--- src/rtl/lmul_group_sequencer.sv ---
// LMUL register-group sequencer: expands one vector ALU
// instruction into a stream of per-register micro-ops.
module lmul_group_sequencer #(
  parameter int NREGS    = 32,
  parameter int IDX_W    = 5,
  parameter int MAX_LMUL = 8,
  parameter int CNT_W    = 4
) (
  input  logic             clk,
  input  logic             rst,
  input  logic             flush,
  input  logic             in_valid,
  output logic             in_ready,
  input  logic [IDX_W-1:0] raA,
  input  logic [IDX_W-1:0] raB,
  input  logic [IDX_W-1:0] rdest,
  input  logic [2:0]       lmul_enc,
  input  logic             widen,
  output logic             out_valid,
  input  logic             out_ready,
  output logic [IDX_W-1:0] raA_out,
  output logic [IDX_W-1:0] raB_out,
  output logic [IDX_W-1:0] rdest_out,
  output logic [CNT_W-1:0] uop_idx,
  output logic             uop_last,
  output logic             illegal,
  output logic             fetch_stall
);

  localparam int SW = CNT_W + 1;

  typedef enum logic {
    IDLE,
    EXPAND
  } state_t;

  state_t           state;
  logic [CNT_W-1:0] k;
  logic [CNT_W-1:0] n_last;
  logic [IDX_W-1:0] base_a;
  logic [IDX_W-1:0] base_b;
  logic [IDX_W-1:0] base_d;
  logic             wide_q;

  logic [SW-1:0]    lmul_sz;
  logic [SW-1:0]    emul_sz;
  logic             rsvd;
  logic             too_big;
  logic             wide_max;
  logic [IDX_W-1:0] mask_l;
  logic [IDX_W-1:0] mask_e;
  logic             misal;
  logic             dec_ill;
  logic [CNT_W-1:0] dec_last;

  logic [CNT_W-1:0] k_nx;
  logic [CNT_W-1:0] src_off;
  logic             accept;
  logic             fire;

  // Decode group size, beat count and legality of the offered instruction
  always_comb begin
    lmul_sz = SW'(1);
    rsvd    = 1'b0;
    unique case (1'b1)
      (lmul_enc == 3'b001): lmul_sz = SW'(2);
      (lmul_enc == 3'b010): lmul_sz = SW'(4);
      (lmul_enc == 3'b011): lmul_sz = SW'(8);
      (lmul_enc == 3'b100): rsvd    = 1'b1;
      default:              lmul_sz = SW'(1);
    endcase
    emul_sz  = widen ? (lmul_sz << 1) : lmul_sz;
    too_big  = lmul_sz > SW'(MAX_LMUL);
    wide_max = widen && (lmul_sz == SW'(MAX_LMUL));
    mask_l   = IDX_W'(lmul_sz - SW'(1));
    mask_e   = IDX_W'(emul_sz - SW'(1));
    misal    = (|(raA & mask_l))
             | (|(raB & mask_l))
             | (|(rdest & mask_e));
    dec_ill  = rsvd | too_big | wide_max | misal;
    dec_last = CNT_W'(emul_sz - SW'(1));
  end

  // Next-beat offsets; widened sources advance every other beat
  always_comb begin
    k_nx    = k + CNT_W'(1);
    src_off = wide_q ? (k_nx >> 1) : k_nx;
  end

  assign out_valid   = (state == EXPAND);
  assign uop_idx     = k;
  assign in_ready    = !out_valid || (out_ready && uop_last);
  assign fetch_stall = out_valid && !uop_last;
  assign accept      = in_valid && in_ready;
  assign fire        = out_valid && out_ready;

  // Expansion FSM with the registered micro-op output stage
  always_ff @(posedge clk) begin
    if (rst || flush) begin
      state     <= IDLE;
      k         <= '0;
      n_last    <= '0;
      base_a    <= '0;
      base_b    <= '0;
      base_d    <= '0;
      wide_q    <= 1'b0;
      raA_out   <= '0;
      raB_out   <= '0;
      rdest_out <= '0;
      uop_last  <= 1'b0;
      illegal   <= 1'b0;
    end else if (accept) begin
      state     <= EXPAND;
      k         <= '0;
      n_last    <= dec_ill ? '0 : dec_last;
      base_a    <= raA;
      base_b    <= raB;
      base_d    <= rdest;
      wide_q    <= widen;
      raA_out   <= raA;
      raB_out   <= raB;
      rdest_out <= rdest;
      uop_last  <= dec_ill || (dec_last == '0);
      illegal   <= dec_ill;
    end else if (fire) begin
      if (uop_last) begin
        state    <= IDLE;
        k        <= '0;
        uop_last <= 1'b0;
        illegal  <= 1'b0;
      end else begin
        k         <= k_nx;
        raA_out   <= base_a + IDX_W'(src_off);
        raB_out   <= base_b + IDX_W'(src_off);
        rdest_out <= base_d + IDX_W'(k_nx);
        uop_last  <= (k_nx == n_last);
      end
    end
  end

endmodule

--- config.mk ---
export PLATFORM = sky130hd
export DESIGN_NAME = lmul_group_sequencer
export DESIGN_NICKNAME = d
export VERILOG_FILES = /design/src/rtl/lmul_group_sequencer.sv
export SDC_FILE = /design/constraint.sdc
export NUM_CORES = 1
export LEC_CHECK = 0
export CAP_MARGIN = 20
export CORE_MARGIN = 2
export CORE_UTILIZATION = 51
export CTS_CLUSTER_SIZE = 20
export DETAILED_ROUTE_END_ITERATION = 6
export GPL_ROUTABILITY_DRIVEN = 0
export PLACE_DENSITY = 0.86
export SLEW_MARGIN = 15
export SYNTH_ARGS = -nofsm -noshare
export SYNTH_HDL_FRONTEND = slang
export SYNTH_SLANG_ARGS = --single-unit
--- constraint.sdc ---
create_clock -name clk -period 2.7 [get_ports clk]
set_input_delay 0.54 -clock clk [delete_from_list [all_inputs] [get_ports clk]]
set_output_delay 0.54 -clock clk [all_outputs]
set_load 0.01 [all_outputs]
**Word level (Yosys, flattened, before mapping)**

Index checks and enable logic that the tools add are counted.

- Flip-flop bits (word level): 42
- Logic and storage cells: 75

- $add $sub $neg: 6
- Order comparisons: 1
- Eq/ne operators: 7
- Muxes and demuxes: 22
- Bitwise operators: 8
- Reductions and logical operators: 19

Operator list:

| operator | number |
|---|---|
| $mux W5 | 10 |
| $add A5 B4 Y5 | 3 |
| $and A5 B5 Y5 | 3 |
| $reduce_or A5 Y1 | 3 |
| $mux W4 | 3 |
| $pmux W4 S3 | 1 |
| $mux W1 | 8 |
| $eq A3 B2 Y1 const B | 2 |
| $logic_and A1 B1 Y1 | 5 |
| $or A1 B1 Y1 | 5 |
| $sub A4 B1 Y5 const B | 1 |
| $sub A5 B1 Y5 const B | 1 |
| $add A4 B1 Y4 const B | 1 |
| $eq A4 B4 Y1 | 1 |
| $eq A4 B4 Y1 const B | 1 |
| $gt A4 B4 Y1 const B | 1 |
| $logic_not A4 Y1 | 1 |
| $reduce_and A2 Y1 | 2 |
| $reduce_bool A2 Y1 | 2 |
| $eq A3 B1 Y1 const B | 1 |
| $eq A3 B3 Y1 const B | 1 |
| $logic_or A1 B1 Y1 | 3 |
| $logic_not A1 Y1 | 2 |
| $ne A2 B1 Y1 const B | 1 |
| $reduce_or A2 Y1 | 1 |

**Longest topological paths before layout**

Gate-level depths: netlist (run 1).

- Depth after elaboration: 10
- Depth in mapped cells: 10

**Worst setup path before layout (run 1)**

No wires, ideal clock.

- Path type: reg2reg
- From: register k[0] (netlist: uop_idx[0])
- To: register raB_out[4]
- Setup time: 74 ps
- Data arrival time: 2259 ps
- Slack: 367 ps
- Cell stages (with the launch flop): 11
- Path buffers: 0
- Period minus slack after synthesis: 2333 ps
- Cell sequence: dfxtp_1 -> ha_1 -> nand2_1 -> o21ai_0 -> ha_1 -> fa_1 -> a21o_1 -> a21oi_1 -> xnor2_1 -> nand2_1 -> a31oi_1

- Longest elaborated chain between the ends: 6

Ends and longest elaborated chain:

| element | RTL line | text |
|---|---|---|
| from (decl) | 38 | `logic [CNT_W-1:0] k;` |
| from (signal assigned) | 132 | `k <= k_nx;` |
| $add A4 B1 Y4 | 86 | `k_nx = k + CNT_W'(1);` |
| $mux W4 | 87 | `src_off = wide_q ? (k_nx >> 1) : k_nx;` |
| $add A5 B4 Y5 | 134 | `raB_out <= base_b + IDX_W'(src_off);` |
| $mux W5 | 126 | `if (uop_last) begin` |
| $mux W5 | 125 | `end else if (fire) begin` |
| $mux W5 | 112 | `end else if (accept) begin` |
| to (signal assigned) | 121 | `raB_out <= raB;` |
| to (signal assigned) | 134 |  |
| to (decl) | 22 | `output logic [IDX_W-1:0] raB_out,` |

No other way between the ends. The select of a mux whose other input is x is not followed.
A chain may end at the register's enable or synchronous reset.

**Worst setup path after layout (run 1)**

- From: register k[1] (netlist: uop_idx[1])
- To: register raB_out[4]

Same word-level chain as after synthesis.

==> key figures, run 1 <==
Yosys
  • Seq/Total Area, Yosys: 0.362
  • Synthesized net count: 328
  • Synth top area share: 0.362
  • Main synth FF type: dfxtp_1
  • Ys async rst share: 0
  • Area leader, netlist: dfxtp_1
  • Ys Warns: 0
  • Post-synth EDFFs: 0
  • Yosys reg bits: 42
  • Synthesized area: 2320 um2
  • Count of different cell masters after synthesis: 45
  • Synthesized area per cell: 8.11 um2
  • Ranking of synthesized cells by area: dfxtp_1, nand2_1, ha_1
  • Synth Instances: 286

Timing
  • Final period util: 0.927
  • Worst-margin pin slew: 0.690 ns
  • Final Setup Violations: 0
  • FMAX: 400 MHz
  • Final Hold Vio Count: 0
  • Final Max Tran Viols: 0
  • Final min period: 2.50 ns
  • Unrepaired setup endpoints after global routing: false
  • Max-slew headroom: 0.539
  • Clk_skew: 0.00994 ns

Clock tree
  • Clock Tree Buf Depth: 2
  • CTS tree: done
  • Hold-fix buffers at CTS: 0
  • Clk slew on worst S/H paths: 0.08 ns
  • Root Driver: clkbuf_8
  • CTS buffer count: 5
  • Worst-Skew Late Latency: 0.30 ns
  • CTS H-tree depth: 2
  • Postcts setup bufs: 0
  • Clock sinks: 42

Detailed routing
  • Routed Antenna Nets: 0
  • Via density: 5.68
  • Routed wire length: 5.85 mm
  • Routed len/inst: 14.9 um
  • Via count: 2226
  • DRT iter0 DRCs: 182
  • Remaining DRCs: 0
  • First-pass iteration count of the detailed router: 4

Finish
  • Final core area utilization: 0.693
  • Design area: 3020 um2
  • Net count, final: 381
  • Antenna diodes: 0
  • P&R area growth vs syn: 30.2%
  • Layout cell share with drive strength beyond 1: 0.106

Global route
  • GR peak layer: met2
  • GRT overflow: 0
  • Total GRT Usage: 0.242
  • First-pass GRT wire length: 9.82 mm
  • Grt met2 use: 0.394
  • M3 GR Usage: 0.0464
  • Largest net degree at the start of global routing: 32
  • Initial antenna violation count: 0
  • Vias in the first global route: 2163
  • Met1 Use GR: 0.314

Worst setup path
  • Nature of the critical path endpoint: flip-flop
  • R2R depth: 10
  • Setup CP Type: flip-flop to flip-flop
  • FF-to-FF Start: uop_idx[1]$_SDFFE_PP0P_
  • Worst path arrival time: 2.74 ns
  • Worst Path Required: 2.93 ns
  • Startpoint Class: flip-flop
  • R2r setup slk: 0.20 ns
  • Worst-path maximum fanout: 5
  • Reg2reg end: raB_out[4]$_SDFFE_PP0P_

Worst hold path
  • Hold endpoint: base_a[0]$_SDFFE_PP0P_
  • Hold path depth: 2
  • Hold crit path type: flip-flop to flip-flop
  • Worst hold start: base_a[0]$_SDFFE_PP0P_

Power and ir drop
  • Maximum VDD drop: 0.267 mV
  • Power Density: 426 nW/um2
  • Leakage power total: 1.27 nW
  • Total power: 1.28 mW

Die
  • Row cnt: 24
  • Core area: 4350 um2
  • Die Area: 5100 um2
  • Initial core utilization: 0.533
  • DIE HEIGHT: 71.4 um
  • Die Width: 71.4 um
  • Boundary pin count: 48

Run status
  • Result of the run: finished, final reports clean

Place
  • DP HPWL: 4.27 mm
  • Dpl cell area: 2900 um2
  • Port Buffers: 47

Flow run
  • MaxCap Viol Count: 0
-- routing by layer --
metal	part of all wire	vias to the layer above
met2	0.49	81
met1	0.43	1035
met3	0.057	11
li1	-	1099
met5	0	-
met4	0.023	0
-- flip-flops by register name (all words and copies together) (netlist names) --
name / count
base_d: 5
base_a: 5
n_last: 4
out_valid: 1
uop_idx: 4
wide_q: 1
illegal: 1
base_b: 5
uop_last: 1
raB_out: 5
raA_out: 5
rdest_out: 5
-- area by class of cell --
cell class	instances	area, um2
sequential	42	841
timing repair buffer	61	586
clock buffer	6	72.6
multi-input combinational	221	1410
clock inverter	2	13.8
fill	341	1340
tap	52	65.1
inverter	8	30.0
-- layout by cell type, fill, tap and decap left out, types with 6 or more instances in the layout --
cell type        count
a21oi_1             32
buf_4               14
dfxtp_1             42
a21o_1               6
ha_1                15
clkdlybuf4s50_1     43
nor2_1              15
xor2_1               7
nand2_1             68
o21ai_0             10
a31oi_1             10
xnor2_1             10
inv_1                8
-- power breakdown --
part           leakage (nW)  switching, mW  internal [mW]  total (mW)
clock                0.0452          0.221          0.182       0.403
sequential            0.342         0.0146          0.639       0.654
combinational         0.888          0.119          0.109       0.228
-- synthesized netlist by cell type, drive strengths merged (4+ instances only) --
cell,instances
nand3,5
xnor2,10
a311oi,5
nor3,4
ha,15
buf,7
o21ai,10
nor2,15
a21oi,33
xor2,7
nand2,69
a31oi,10
dfxtp,42
inv,8
a21o,6
clkbuf,8
-- cells by family after synthesis --
logic type	Yosys count	share of synthesized area
AOI/OAI and AO/OA	75	0.205
and+or+nand+nor	109	0.211
muxes	2	0.00917
buffers and inverters	23	0.0410
adders and majority gates	18	0.107
xor gates and xnor gates	17	0.0642
DFF	42	0.362
-- worst max path at each step --
stage / startpoint / to / slack, ns / cells after the start
floorplan: uop_idx[0]$_SDFFE_PP0P_ / raB_out[4]$_SDFFE_PP0P_ / 0.37 / 10
global placement: lmul_enc[0] / uop_last$_SDFFE_PP0P_ / -0.14 / 10
detailed placement: lmul_enc[0] / uop_last$_SDFFE_PP0P_ / -0.24 / 10
CTS: lmul_enc[0] / uop_last$_SDFFE_PP0P_ / 0.03 / 10
global route: uop_idx[1]$_SDFFE_PP0P_ / raB_out[4]$_SDFFE_PP0P_ / 0.01 / 10
finish: uop_idx[1]$_SDFFE_PP0P_ / raB_out[4]$_SDFFE_PP0P_ / 0.20 / 10
-- worst max-delay path: stages, from the launching register on --
cell and delay (ns):
dfxtp_1 0.40, ha_1 0.23, xor2_1 0.42, nor2_1 0.09, a21oi_1 0.24, ha_1 0.32
a21o_1 0.20, a21oi_1 0.18, xnor2_1 0.13, nand2_1 0.07, a31oi_1 0.15
-- through the flow --
step	hold slack, ns	setup slack, ns	instances	setup TNS (ns)
2_1_floorplan	0.440	0.367	286	0
3_3_place_gp	0.447	-0.136	384	-0.407
3_5_place_dp	0.454	-0.244	384	-0.925
4_1_cts	0.465	0.0318	392	0
5_1_grt	0.495	0.0139	392	0
6_report	0.464	0.197	392	0
-- repair_timing --
item	CTS	global route
endpoints found under the hold margin	0	0
resized for setup	0	8
setup endpoints to repair	0	5
No activity file was read; power rests on OpenSTA's default activity.
==> run 2, diff against run 1 <==
--- a/config.mk
+++ b/config.mk
@@ -12,7 +12,8 @@
 export DETAILED_ROUTE_END_ITERATION = 6
 export GPL_ROUTABILITY_DRIVEN = 0
 export PLACE_DENSITY = 0.86
-export SLEW_MARGIN = 15
+export REMOVE_ABC_BUFFERS = 1
+export SLEW_MARGIN = 25
 export SYNTH_ARGS = -nofsm -noshare
 export SYNTH_HDL_FRONTEND = slang
 export SYNTH_SLANG_ARGS = --single-unit
==> run 2 against run 1 <==
Net effect:
- die area unchanged
- cell area grew 1.2%
- maximum frequency shrank 2.0%
- clock power increased by 21%
- highest routed layer unchanged
- non-clock buffer count increased by 2
- cell count rose by 0.51%
- critical path type is now input pin to flip-flop
==> key figures, run 2 (synthesized netlist as in run 1, its figures left out) <==
Timing
  • Final Max Tran Viols: 0
  • Final Hold Vio Count: 0
  • FMAX: 392 MHz
  • Worst-margin pin slew: 0.749 ns
  • Post-route setup slack: 0.147 ns
  • Final setup TNS: 0 ns
  • Max-slew headroom: 0.499
  • Clk_skew: 0.00499 ns
  • Final period util: 0.946
  • Final min period: 2.55 ns
  • Final Setup Violations: 0
  • Unrepaired setup endpoints after global routing: false

Die
  • Core area: 4350 um2
  • Initial core utilization: 0.533
  • Die Width: 71.4 um
  • Row cnt: 24
  • DIE HEIGHT: 71.4 um
  • Boundary pin count: 48
  • Die Area: 5100 um2

Clock tree
  • Postcts setup bufs: 0
  • Root Driver: clkbuf_8
  • Clock Tree Buf Depth: 2
  • Hold-fix buffers at CTS: 0
  • Clock sinks: 42
  • CTS tree: done
  • Clk slew on worst S/H paths: 0.08 ns
  • CTS H-tree depth: 2
  • CTS buffer count: 5
  • Worst-Skew Late Latency: 0.30 ns

Place
  • Port Buffers: 47
  • Dpl cells: 386
  • DP HPWL: 4.32 mm
  • Pre-CTS setup slack: -0.177 ns
  • Dpl cell area: 2910 um2

Finish
  • Non-Filler Instances: 394
  • Fill count: 334
  • Layout cell share with drive strength beyond 1: 0.120
  • Design area: 3050 um2
  • Commonest non-fill, non-tap cell in the layout: nand2_1
  • Antenna diodes: 0
  • Most frequent cells in the layout: nand2_1, clkdlybuf4s50_1, dfxtp_1, a21oi_1, buf_4
  • P&R area growth vs syn: 31.7%
  • Net count, final: 383

Worst setup path
  • Worst path arrival time: 2.72 ns
  • Worst Path Required: 2.86 ns
  • Startpoint Class: input pin
  • Nature of the critical path endpoint: flip-flop
  • Crit path max-delay family: simple AND/OR/NAND/NOR gates
  • CP bufs+invs: 3
  • Crit path top cell by count: inv_1
  • Critical Path Max Stage Delay: 0.46 ns
  • Crit path cell chain: clkdlybuf4s50_1 > or2_2 > and2b_2 > inv_1 > ha_1 > inv_1 > a222oi_1 > nor4b_4 > o211ai_2 > nor3b_2
  • Worst-path maximum fanout: 4
  • Critical path's slowest cell: clkdlybuf4s50_1
  • R2r setup slk: 0.20 ns
  • Setup CP Type: input pin to flip-flop

Detailed routing
  • Remaining DRCs: 0
  • Top sig layer: met4
  • First-pass iteration count of the detailed router: 5
  • Met1 wire length: 2.66 mm
  • Routed wl met2: 2.97 mm
  • Via count: 2258
  • DRT iter0 DRCs: 160
  • Routed Antenna Nets: 0
  • Routed wire length: 6.04 mm
  • Routed len/inst: 15.3 um
  • Via density: 5.73
  • Routed wl met3: 325 um

Run status
  • Result of the run: finished, final reports clean

Power and ir drop
  • Power Density: 449 nW/um2
  • Maximum VDD drop: 0.316 mV
  • Leakage power total: 1.28 nW
  • Total power: 1.37 mW

Flow run
  • MaxCap Viol Count: 0

Global route
  • Total GRT Usage: 0.238
  • Vias in the first global route: 2066
  • Largest net degree at the start of global routing: 32
  • First-pass GRT wire length: 9.63 mm
  • Initial antenna violation count: 0
  • GRT overflow: 0

Worst hold path
  • Hold crit path type: flip-flop to flip-flop
run 2: metal layers:
metal	vias to the layer above	GRT usage
li1	1101	-
met4	0	0.0881
met3	9	0.0338
met5	-	0
met2	78	0.385
met1	1070	0.326
run 2: what timing repair did:
| action | CTS | global route |
|---|---|---|
| endpoints found under the hold margin | 0 | 0 |
| endpoints found under the setup margin | 0 | 2 |
| gates resized for setup | 0 | 7 |
run 2: worst paths after layout:
check,cells past startpoint,end,start
max reg2reg,10,raB_out[4]$_SDFFE_PP0P_,uop_idx[1]$_SDFFE_PP0P_
min,2,base_b[0]$_SDFFE_PP0P_,base_b[0]$_SDFFE_PP0P_
min reg2reg,2,base_b[0]$_SDFFE_PP0P_,base_b[0]$_SDFFE_PP0P_
max,10,illegal$_SDFFE_PP0P_,lmul_enc[2]
run 2: worst register-to-register path: cells and delay by family, from the launching register on:
family          cells  cell delay, ns
xor+xnor            2            0.57
simple gates        2            0.15
flops               1            0.40
compound gates      4            0.76
fa+ha+maj           2            0.55
run 2: layout make-up:
cell class | instances | area, um2 | share of cell area
Multi-Input combinational cell | 221 | 1410 | 0.463
Sequential cell | 42 | 841 | 0.275
Timing Repair Buffer | 63 | 596 | 0.195
Clock buffer | 8 | 110 | 0.0361
Tap cell | 52 | 65.1 | 0.0213
Inverter | 8 | 30.0 | 0.00983
run 2: power breakdown:
| part | internal, mW | switching (mW) | total (mW) |
|---|---|---|---|
| Clock | 0.259 | 0.229 | 0.487 |
| Sequential | 0.639 | 0.0148 | 0.654 |
| Combinational | 0.111 | 0.120 | 0.231 |
| Total | 1.01 | 0.363 | 1.37 |
run 2: metrics by stage:
step | hold WS, ns | util
global placement | 0.447 | 0.668
finish | 0.464 | 0.701
CTS | 0.465 | 0.694
detailed placement | 0.455 | 0.668
global route | 0.485 | 0.701
floorplan | 0.440 | -
